--- src/rtl/vga_pkg.sv ---
// Shared constants for the VGA test-pattern blocks: coordinate widths,
// default 720p resolution and the box animator FSM state encoding.
package vga_pkg;

  localparam int COORD_W     = 13;
  localparam int FRAME_CNT_W = 16;
  localparam int SPEED_W     = 3;

  // Default active area (1280x720), matching the vga_timing 720p selection.
  localparam int RES_H_720P  = 1280;
  localparam int RES_V_720P  = 720;

  // Box animator sequencer states.
  localparam logic [1:0] ST_IDLE   = 2'd0;
  localparam logic [1:0] ST_STEP_X = 2'd1;
  localparam logic [1:0] ST_STEP_Y = 2'd2;
  localparam logic [1:0] ST_COMMIT = 2'd3;

endpackage

--- src/rtl/box_axis_stepper.sv ---
// Combinational single-axis stepper: advances a position by spd in the
// current direction and bounces off 0 and limit. One instance is shared
// between the X and Y axes by the animator FSM.
module box_axis_stepper
  import vga_pkg::*;
(
  input  logic [COORD_W-1:0] pos_i,
  input  logic               dir_i,    // 1 = increasing, 0 = decreasing
  input  logic [SPEED_W-1:0] spd_i,
  input  logic [COORD_W-1:0] limit_i,
  output logic [COORD_W-1:0] pos_o,
  output logic               dir_o
);

  // One extra bit so pos+spd can never wrap before the limit compare.
  logic [COORD_W:0] pos_ext;
  logic [COORD_W:0] spd_ext;
  logic [COORD_W:0] lim_ext;
  logic [COORD_W:0] sum;

  // Bounce arithmetic; spd=0 leaves both position and direction untouched,
  // even when the box already sits on an edge.
  always_comb begin
    pos_ext = {1'b0, pos_i};
    spd_ext = {{(COORD_W + 1 - SPEED_W){1'b0}}, spd_i};
    lim_ext = {1'b0, limit_i};
    sum     = pos_ext + spd_ext;
    pos_o   = pos_i;
    dir_o   = dir_i;
    if (spd_i != '0) begin
      if (dir_i) begin
        if (sum >= lim_ext) begin
          pos_o = limit_i;
          dir_o = 1'b0;
        end else begin
          pos_o = sum[COORD_W-1:0];
        end
      end else begin
        if (pos_ext <= spd_ext) begin
          pos_o = '0;
          dir_o = 1'b1;
        end else begin
          pos_o = pos_i - COORD_W'(spd_i);
        end
      end
    end
  end

endmodule

--- src/rtl/vga_box_animator.sv ---
// Frame-synchronous box animator: on each vertical-sync leading edge it
// steps the box position (X then Y through one shared stepper) and
// publishes new inclusive bounds, so the window never changes mid-frame.
module vga_box_animator
  import vga_pkg::*;
#(
  parameter int   RES_H        = RES_H_720P,
  parameter int   RES_V        = RES_V_720P,
  parameter int   BOX_W        = 200,
  parameter int   BOX_H        = 120,
  parameter int   INIT_X       = 50,
  parameter int   INIT_Y       = 100,
  parameter logic VSYNC_ACTIVE = 1'b1
) (
  input  logic                   pixel_clk_i,
  input  logic                   rst_ni,
  input  logic                   sync_v_i,
  input  logic                   enable_i,
  input  logic [SPEED_W-1:0]     speed_i,
  output logic [COORD_W-1:0]     box_x_lo_o,
  output logic [COORD_W-1:0]     box_x_hi_o,
  output logic [COORD_W-1:0]     box_y_lo_o,
  output logic [COORD_W-1:0]     box_y_hi_o,
  output logic [FRAME_CNT_W-1:0] frame_count_o,
  output logic                   update_o
);

  localparam logic [COORD_W-1:0] LIMIT_X  = COORD_W'(RES_H - BOX_W);
  localparam logic [COORD_W-1:0] LIMIT_Y  = COORD_W'(RES_V - BOX_H);
  localparam logic [COORD_W-1:0] INIT_X_C = COORD_W'(INIT_X);
  localparam logic [COORD_W-1:0] INIT_Y_C = COORD_W'(INIT_Y);
  localparam logic [COORD_W-1:0] BOX_W_M1 = COORD_W'(BOX_W - 1);
  localparam logic [COORD_W-1:0] BOX_H_M1 = COORD_W'(BOX_H - 1);

  logic                   sync_q, sync_prev_q;
  logic                   frame_edge;
  logic [1:0]             state_q, state_d;
  logic [SPEED_W-1:0]     spd_q, spd_d;
  logic [COORD_W-1:0]     pos_x_q, pos_x_d, pos_y_q, pos_y_d;
  logic                   dir_x_q, dir_x_d, dir_y_q, dir_y_d;
  logic [COORD_W-1:0]     x_lo_q, x_lo_d, x_hi_q, x_hi_d;
  logic [COORD_W-1:0]     y_lo_q, y_lo_d, y_hi_q, y_hi_d;
  logic                   update_q, update_d;
  logic [FRAME_CNT_W-1:0] frame_cnt_q;

  logic [COORD_W-1:0]     step_pos, step_limit, step_pos_nxt;
  logic                   step_dir, step_dir_nxt;

  // The history resets to the active level so that a sync line already
  // high at reset release is not mistaken for a new frame.
  assign frame_edge = (sync_q == VSYNC_ACTIVE) && (sync_prev_q != VSYNC_ACTIVE);

  // Register vertical sync and keep one cycle of history for edge detect.
  always_ff @(posedge pixel_clk_i or negedge rst_ni) begin
    if (!rst_ni) begin
      sync_q      <= VSYNC_ACTIVE;
      sync_prev_q <= VSYNC_ACTIVE;
    end else begin
      sync_q      <= sync_v_i;
      sync_prev_q <= sync_q;
    end
  end

  // Count every frame edge regardless of enable or sequencer state.
  always_ff @(posedge pixel_clk_i or negedge rst_ni) begin
    if (!rst_ni) begin
      frame_cnt_q <= '0;
    end else if (frame_edge) begin
      frame_cnt_q <= frame_cnt_q + 1'b1;
    end
  end

  // Time-share the stepper: Y operands during STEP_Y, X operands otherwise.
  always_comb begin
    step_pos   = pos_x_q;
    step_dir   = dir_x_q;
    step_limit = LIMIT_X;
    if (state_q == ST_STEP_Y) begin
      step_pos   = pos_y_q;
      step_dir   = dir_y_q;
      step_limit = LIMIT_Y;
    end
  end

  box_axis_stepper u_stepper (
    .pos_i   (step_pos),
    .dir_i   (step_dir),
    .spd_i   (spd_q),
    .limit_i (step_limit),
    .pos_o   (step_pos_nxt),
    .dir_o   (step_dir_nxt)
  );

  // Sequencer next state. The bound registers are loaded on the
  // STEP_Y -> COMMIT transition so that they, together with update,
  // are visible during the COMMIT cycle itself.
  always_comb begin
    state_d  = state_q;
    spd_d    = spd_q;
    pos_x_d  = pos_x_q;
    pos_y_d  = pos_y_q;
    dir_x_d  = dir_x_q;
    dir_y_d  = dir_y_q;
    x_lo_d   = x_lo_q;
    x_hi_d   = x_hi_q;
    y_lo_d   = y_lo_q;
    y_hi_d   = y_hi_q;
    update_d = 1'b0;
    case (state_q)
      ST_IDLE: begin
        // Edges arriving in any other state are simply dropped.
        if (frame_edge && enable_i) begin
          spd_d   = speed_i;
          state_d = ST_STEP_X;
        end
      end
      ST_STEP_X: begin
        pos_x_d = step_pos_nxt;
        dir_x_d = step_dir_nxt;
        state_d = ST_STEP_Y;
      end
      ST_STEP_Y: begin
        pos_y_d  = step_pos_nxt;
        dir_y_d  = step_dir_nxt;
        x_lo_d   = pos_x_q;
        x_hi_d   = pos_x_q + BOX_W_M1;
        y_lo_d   = step_pos_nxt;
        y_hi_d   = step_pos_nxt + BOX_H_M1;
        update_d = 1'b1;
        state_d  = ST_COMMIT;
      end
      ST_COMMIT: begin
        state_d = ST_IDLE;
      end
      default: begin
        state_d = ST_IDLE;
      end
    endcase
  end

  // Sequencer, position and published-bound registers.
  always_ff @(posedge pixel_clk_i or negedge rst_ni) begin
    if (!rst_ni) begin
      state_q  <= ST_IDLE;
      spd_q    <= '0;
      pos_x_q  <= INIT_X_C;
      pos_y_q  <= INIT_Y_C;
      dir_x_q  <= 1'b1;
      dir_y_q  <= 1'b1;
      x_lo_q   <= INIT_X_C;
      x_hi_q   <= INIT_X_C + BOX_W_M1;
      y_lo_q   <= INIT_Y_C;
      y_hi_q   <= INIT_Y_C + BOX_H_M1;
      update_q <= 1'b0;
    end else begin
      state_q  <= state_d;
      spd_q    <= spd_d;
      pos_x_q  <= pos_x_d;
      pos_y_q  <= pos_y_d;
      dir_x_q  <= dir_x_d;
      dir_y_q  <= dir_y_d;
      x_lo_q   <= x_lo_d;
      x_hi_q   <= x_hi_d;
      y_lo_q   <= y_lo_d;
      y_hi_q   <= y_hi_d;
      update_q <= update_d;
    end
  end

  assign box_x_lo_o    = x_lo_q;
  assign box_x_hi_o    = x_hi_q;
  assign box_y_lo_o    = y_lo_q;
  assign box_y_hi_o    = y_hi_q;
  assign frame_count_o = frame_cnt_q;
  assign update_o      = update_q;

endmodule

--- config.mk ---
export PLATFORM = sky130hd
export DESIGN_NAME = vga_box_animator
export DESIGN_NICKNAME = d
export VERILOG_FILES = /design/src/rtl/vga_pkg.sv /design/src/rtl/box_axis_stepper.sv /design/src/rtl/vga_box_animator.sv
export SDC_FILE = /design/constraint.sdc
export NUM_CORES = 1
export LEC_CHECK = 0
export CORE_UTILIZATION = 23
export CTS_CLUSTER_SIZE = 10
export DETAILED_ROUTE_END_ITERATION = 16
export PLACE_DENSITY_LB_ADDON = 0.1
export SLEW_MARGIN = 15
export SYNTH_ARGS = -nofsm -noshare
export SYNTH_HDL_FRONTEND = slang
export SYNTH_HIERARCHICAL = 1
export SYNTH_SLANG_ARGS = --single-unit
--- constraint.sdc ---
create_clock -name pixel_clk_i -period 6.3 [get_ports pixel_clk_i]
set_input_delay 1.89 -clock pixel_clk_i [delete_from_list [all_inputs] [get_ports pixel_clk_i]]
set_output_delay 1.89 -clock pixel_clk_i [all_outputs]
set_load 0.01 [all_outputs]
# ---- Yosys cells after proc, flatten, opt, wreduce, memory -nomap -nowiden
# Cells that the tools add are included.
dict set report word_totals {
  regBits 91
  input_bits 7
  out_inout_bits 69
  wordCells 44
}
dict set report classes {
  n_addsub 5
  order_cmp 2
  eq_ne 4
  mux 14
  bitwise_logic 1
  n_reduce_logical 5
}
# operator count
set ops {}
lappend ops {{2-to-1 mux 13 bit} 5}
lappend ops {{adder 16 x 1 -> 16 bit, second input constant} 1}
lappend ops {{adder 13 x 3 -> 14 bit} 1}
lappend ops {{>= comparator 14 x 11 -> 1 bit} 1}
lappend ops {{adder 13 x 7 -> 13 bit, second input constant} 1}
lappend ops {{adder 13 x 8 -> 13 bit, second input constant} 1}
lappend ops {{less-or-equal comparator 13 x 3 -> 1 bit} 1}
lappend ops {{subtractor 13 x 3 -> 13 bit} 1}
lappend ops {{2-to-1 mux 11 bit} 1}
lappend ops {{case mux 2 bit (4 select lines)} 1}
lappend ops {{2-to-1 mux 1 bit} 6}
lappend ops {{equality test 2 bit, second input constant} 2}
lappend ops {{nonzero test 3 bit} 1}
lappend ops {{equality test 2 x 1 -> 1 bit, second input constant} 1}
lappend ops {{logical AND 1 bit} 2}
lappend ops {{zero test 2 bit} 1}
lappend ops {{2-to-1 mux 2 bit} 1}
lappend ops {{inequality test 2 bit, second input constant} 1}
lappend ops {{AND reduction 2 bit} 1}
lappend ops {{inverter 1 bit} 1}

# ---- Logic depth before layout (Yosys ltp)
dict set report logic_depth {
  word_depth 8
  mapped_depth 28
  depth_no_buf 24
}

# ---- Modules after synthesis
# The synthesis kept the hierarchy.
# module instances cells_each area_per_inst_um2 seq_area_each_um2
set modules_own_cells {}
lappend modules_own_cells {vga_box_animator 1 342 4136.5 2308.5}
lappend modules_own_cells {box_axis_stepper 1 202 1380.1 0.0}

# ---- Least setup slack after synthesis
# OpenSTA, ideal clock, no wires.
dict set report synth_timing {
  kind {flip-flop to flip-flop}
  startpoint {register state_q[0]}
  endpoint {register y_hi_q[12], in the netlist box_y_hi_o[12]}
  setup_ps 131
  t_arrival_ps 5585
  required_ps 6169
  setup_slack_ps 583
  path_stages_with_launch 27
  n_path_buf 4
  synth_period_minus_slack_ps 5717
  path_cell_list {dfrtp_1 -> inv_1 -> ha_1 -> buf_2 -> buf_2 -> clkbuf_1 -> nand2_1 -> o21ai_0 -> inv_1 -> fa_1 -> o21bai_1 -> nor2b_1 -> nand2_1 -> xnor2_1 -> ha_1 -> and3_1 -> and3_1 -> nand3b_1 -> nand4_1 -> buf_4 -> o311ai_1 -> inv_1 -> ha_1 -> nand2b_1 -> a21boi_2 -> a22o_1 -> or3_1}
}
dict set report synth_between {
  elab_cells_between_ends 13
  cone_classes {add/sub: 3; order compare: 2; eq/ne: 1; mux: 7}
}
# item line
set synth_rtl {}
lappend synth_rtl {{start, declared} vga_box_animator.sv:37} ;# logic [1:0] state_q, state_d;
lappend synth_rtl {{start signal, assigned} vga_box_animator.sv:156} ;# state_q <= state_d;
lappend synth_rtl {{equality test 2 bit} vga_box_animator.sv:78} ;# if (state_q == ST_STEP_Y) begin
lappend synth_rtl {{2-to-1 mux 11 bit} vga_box_animator.sv:78}
lappend synth_rtl {{net step_limit[6]} vga_box_animator.sv:46} ;# logic [COORD_W-1:0] step_pos, step_limit, step_pos_nxt;
lappend synth_rtl {{>= comparator 14 x 11 -> 1 bit} box_axis_stepper.sv:32} ;# if (sum >= lim_ext) begin
lappend synth_rtl {{2-to-1 mux 13 bit} box_axis_stepper.sv:32}
lappend synth_rtl {{2-to-1 mux 13 bit} box_axis_stepper.sv:31} ;# if (dir_i) begin
lappend synth_rtl {{2-to-1 mux 13 bit} box_axis_stepper.sv:30} ;# if (spd_i != '0) begin
lappend synth_rtl {{net step_pos_nxt[0]} vga_box_animator.sv:46}
lappend synth_rtl {{adder 13 x 7 -> 13 bit} vga_box_animator.sv:128} ;# y_hi_d = step_pos_nxt + BOX_H_M1;
lappend synth_rtl {{end signal, assigned} vga_box_animator.sv:153} ;# y_hi_q <= INIT_Y_C + BOX_H_M1;
lappend synth_rtl {{end signal, assigned} vga_box_animator.sv:165} ;# y_hi_q <= y_hi_d;
lappend synth_rtl {{end, declared} vga_box_animator.sv:42} ;# logic [COORD_W-1:0] y_lo_q, y_lo_d, y_hi_q, y_hi_d;
# The timed path passes the listed nets, and every way through them passes these cells.
# A chain may end at the register's enable or synchronous reset.

# ---- Worst setup path after layout
dict set report layout_timing {
  startpoint {register state_q[0]}
  endpoint {register y_hi_q[11], in the netlist box_y_hi_o[11]}
}
# Same word-level chain as after synthesis.

==> summary.txt <==
Outcome
  • Status: finished clean

Global routing
  • Met2 usage: 21.2%
  • Gr usage total: about 13%
  • Most used routing layer: met2
  • Global-route wire length before repair: 24000 um
  • M1 GR Usage: 16.3%
  • Largest net degree at the start of global routing: 58
  • Met3 usage: 3.05%
  • Vias in the first global route: 4357
  • Total gr overflow: 0
  • Initial antenna violation count: 0

Power and ir drop
  • Net Switching: 2.09 mW
  • Worst vdd ir: 0.000225 V
  • Clock power share: about 11%
  • Sequential share of power: 23.8%
  • Leak: 2.89 nW
  • Pwr Density: ~660 nW/um2
  • Logic pwr share: 64.9%
  • Total power: between 4 and 5 mW
  • Sw frac: 44.8%
  • Int Pwr: between 2 and 3 mW

Clock tree
  • # H-tree levels: 3
  • Hold_buf cts: 0
  • Worst-path clk slew: 0.07 ns
  • CTS tree: built
  • Clk root buf: clkbuf_16
  • Clk_lat worst skew: 0.34 ns
  • Total CTS buffers: 9
  • Largest buffer count on any clock path: 2
  • Clock Sinks: 91

Timing
  • Final worst slack: 0.702 ns
  • Peak Freq: 179 MHz
  • Final slew viol count: 0
  • Max Clock Skew: 0.00568 ns
  • Period minus WS final: 5.60 ns
  • Unrepaired setup endpoints after global routing: no
  • Slew at the pin with the worst max-slew slack: 0.828 ns
  • Final setup viols: 0
  • Tcrit/Tclk final: 88.9%
  • Final hold violation count: 0
  • Slew headroom: 44.8%
  • Setup TNS: 0 ns

Route
  • Vias per Instance: 4.42
  • ANT nets after route: 0
  • Drt drc: 0
  • TritonRoute pass-1 iters: 4
  • DR vias: 4253
  • Initial DRC count: 221
  • Routed wire length per instance: 15.4 um
  • Final wirelength: 14800 um

Synthesis
  • Async S/R FF share, synth: 100%
  • Synth Area in Simple Gates: 14.7%
  • Warnings from Yosys: 6
  • Compound-Gate Fraction of Synth Area: between 10 and 15%
  • Leading register cell type out of synthesis: dfrtp_1
  • Post-synth EDFFs: 0
  • Adder-Cell Fraction of Synth Area: around 6.6%
  • Sequential area share after synthesis: around two fifths
  • Area of the mapped netlist: 5520 um2
  • Multiplexer area fraction after synthesis: between 10% and 20%
  • Cell variety after synth: 66
  • Seq cells post-synth: 91
  • XOR/XNOR share of the synthesized area: between 6 and 7%
  • Combinational family with the most area after synthesis: simple AND/OR/NAND/NOR gates
  • Syn avg cell area: 10.1 um2
  • Post-Synthesis Cells: 544

Worst setup path
  • Flop-to-flop setup slack: 0.70 ns
  • R2R depth: 24
  • Critical Path AT: 5.80 ns
  • Critical Path End Type: flip-flop
  • CP Max Fanout: 9
  • Crit start category: flip-flop
  • Setup Crit Path Kind: flip-flop to flip-flop
  • WP data required: 6.50 ns

Die
  • Initial Util: 23.5%
  • CORE AREA: 23500 um2
  • Die W: approximately 160 um
  • Die area: about 25000 um2
  • Ports: 76
  • Die Ht: roughly 160 um
  • Cell Rows: 56

Finish
  • Final Non-Filler Cells: 963
  • Syn-to-layout area delta: 27.6%
  • Fill count: 2457
  • Layout cells sized above 1: 20.0%
  • Final net count: 674
  • Multi-input logic area: 3020 um2
  • Storage cell area: 2310 um2
  • Post-layout util: between 20 and 30%
  • ANT cells: 0

Place
  • Pre-CTS WS: ~0.27 ns
  • I/O Buffers: 75
  • Cells after DPL: 944
  • Final HPWL DP: 11100 um
  • RePlAce Congestion: 0.801

Flow run
  • Max Cap Viol: 0

Min path
  • Worst Hold Class: flip-flop to flip-flop
  • Cell count of the worst hold path: 0
==> power groups by stage <==
stage | combinational, mW | sequential [mW] | clock [mW]
6_report | 3.02 | 1.11 | 0.526
3_5_place_dp | 3.02 | 1.13 | 0
4_1_cts | 3.04 | 1.12 | 0.553
5_1_grt | 3.36 | 1.15 | 0.575
3_3_place_gp | 3.01 | 1.12 | 0
2_1_floorplan | 1.89 | 1.13 | 0
==> sequential cells by signal (all words and copies together) (netlist names) <==
register       cells
state_q            2
box_x_lo_o        13
box_x_hi_o        13
dir_y_q            1
update_o           1
box_y_lo_o        13
sync_q             1
box_y_hi_o        13
pos_x_q           13
dir_x_q            1
spd_q              3
sync_prev_q        1
frame_count_o     16
==> per-layer routing <==
metal  part of all wire (%)  up-vias
met1                     47     2062
met5                      0        -
met3                    4.2       16
met2                     47       82
li1                       -     2093
met4                    1.6        0
==> cell usage in the layout (no fill, tap or decap), drive strengths merged, types with 18 or more instances in the layout <==
cell and count:
inv 35, nand2 38, nor2 27, mux2 57
conb 18, buf 20, ha 26, dfstp 25
o21ai 41, a21oi 21, xnor2 30, dfrtp 66
clkdlybuf4s50 74
==> final timing paths <==
kind | startpoint | endpoint
hold reg to reg | sync_q | sync_prev_q
setup reg to reg | state_q[0] | box_y_hi_o[11]
max in group asynchronous | rst_ni | box_y_hi_o[3]
hold / removal | sync_q | sync_prev_q
setup / recovery | state_q[0] | box_y_hi_o[11]
min in group asynchronous | rst_ni | box_y_lo_o[12]
==> cell usage after synthesis, types with 8 or more instances <==
cell      instances  area, um2
nand2_1          38        143
dfrtp_1          66       1650
buf_2            10       50.1
a21oi_1          21        105
mux2_2           57        642
o21ai_0          32        160
dfstp_2          25        657
xnor2_1          30        263
ha_1             26        325
nor2_1           27        101
mux2i_1          14        140
nand3_1          14       70.1
nor2b_1           8       50.1
inv_1            35        131
nor3_1           14       70.1
clkbuf_1         11       41.3
xor2_1            9       78.8
==> cell families (layout without fill, tap and decap cells) <==
family / Yosys count / count (layout)
muxes: 71 / 71
xor gates and xnor gates: 39 / 39
other: 2 / 18
AOI/OAI and AO/OA: 101 / 101
and+or+nand+nor: 151 / 151
adders and majority gates: 28 / 28
buffers and inverters: 61 / 145
DFF: 91 / 91
==> what timing repair did <==
action,4_1_cts,5_1_grt
setup endpoints to repair,0,3
hold endpoints to repair,0,0
setup buffers,0,3
resized for setup,0,1
==> final cells by class <==
cell class,count,share of cell area (%)
Clock buffer,11,3.59
Multi-Input combinational cell,408,42.9
Tap cell,319,5.67
Inverter,35,1.87
Sequential cell,91,32.8
Timing Repair Buffer,94,12.7
Clock inverter,5,0.533
==> worst max-delay path, cell delays in order, from the launching register on <==
cell      delay [ns]
dfrtp_1         0.35
inv_1           0.11
ha_4            0.21
o21ai_0         0.39
ha_1            0.27
inv_1           0.07
fa_1            0.41
o21bai_1        0.19
nor2b_1         0.30
nand2_1         0.11
xnor2_1         0.17
ha_1            0.31
and3_1          0.18
and3_1          0.20
nand3b_1        0.09
nand4_1         0.14
buf_4           0.17
buf_4           0.11
mux2i_1         0.16
o21ai_0         0.13
buf_4           0.19
o31ai_1         0.69
a21boi_0        0.24
xnor2_1         0.20
a21oi_1         0.08
==> through the flow <==
step           area [um2]  hold WS (ns)
5_1_grt              7040         0.390
3_5_place_dp         6720         0.373
2_1_floorplan        5580         0.363
4_1_cts              7010         0.384
6_report             7040         0.382
3_3_place_gp         6720         0.366
(Power assumes the default switching activity.)
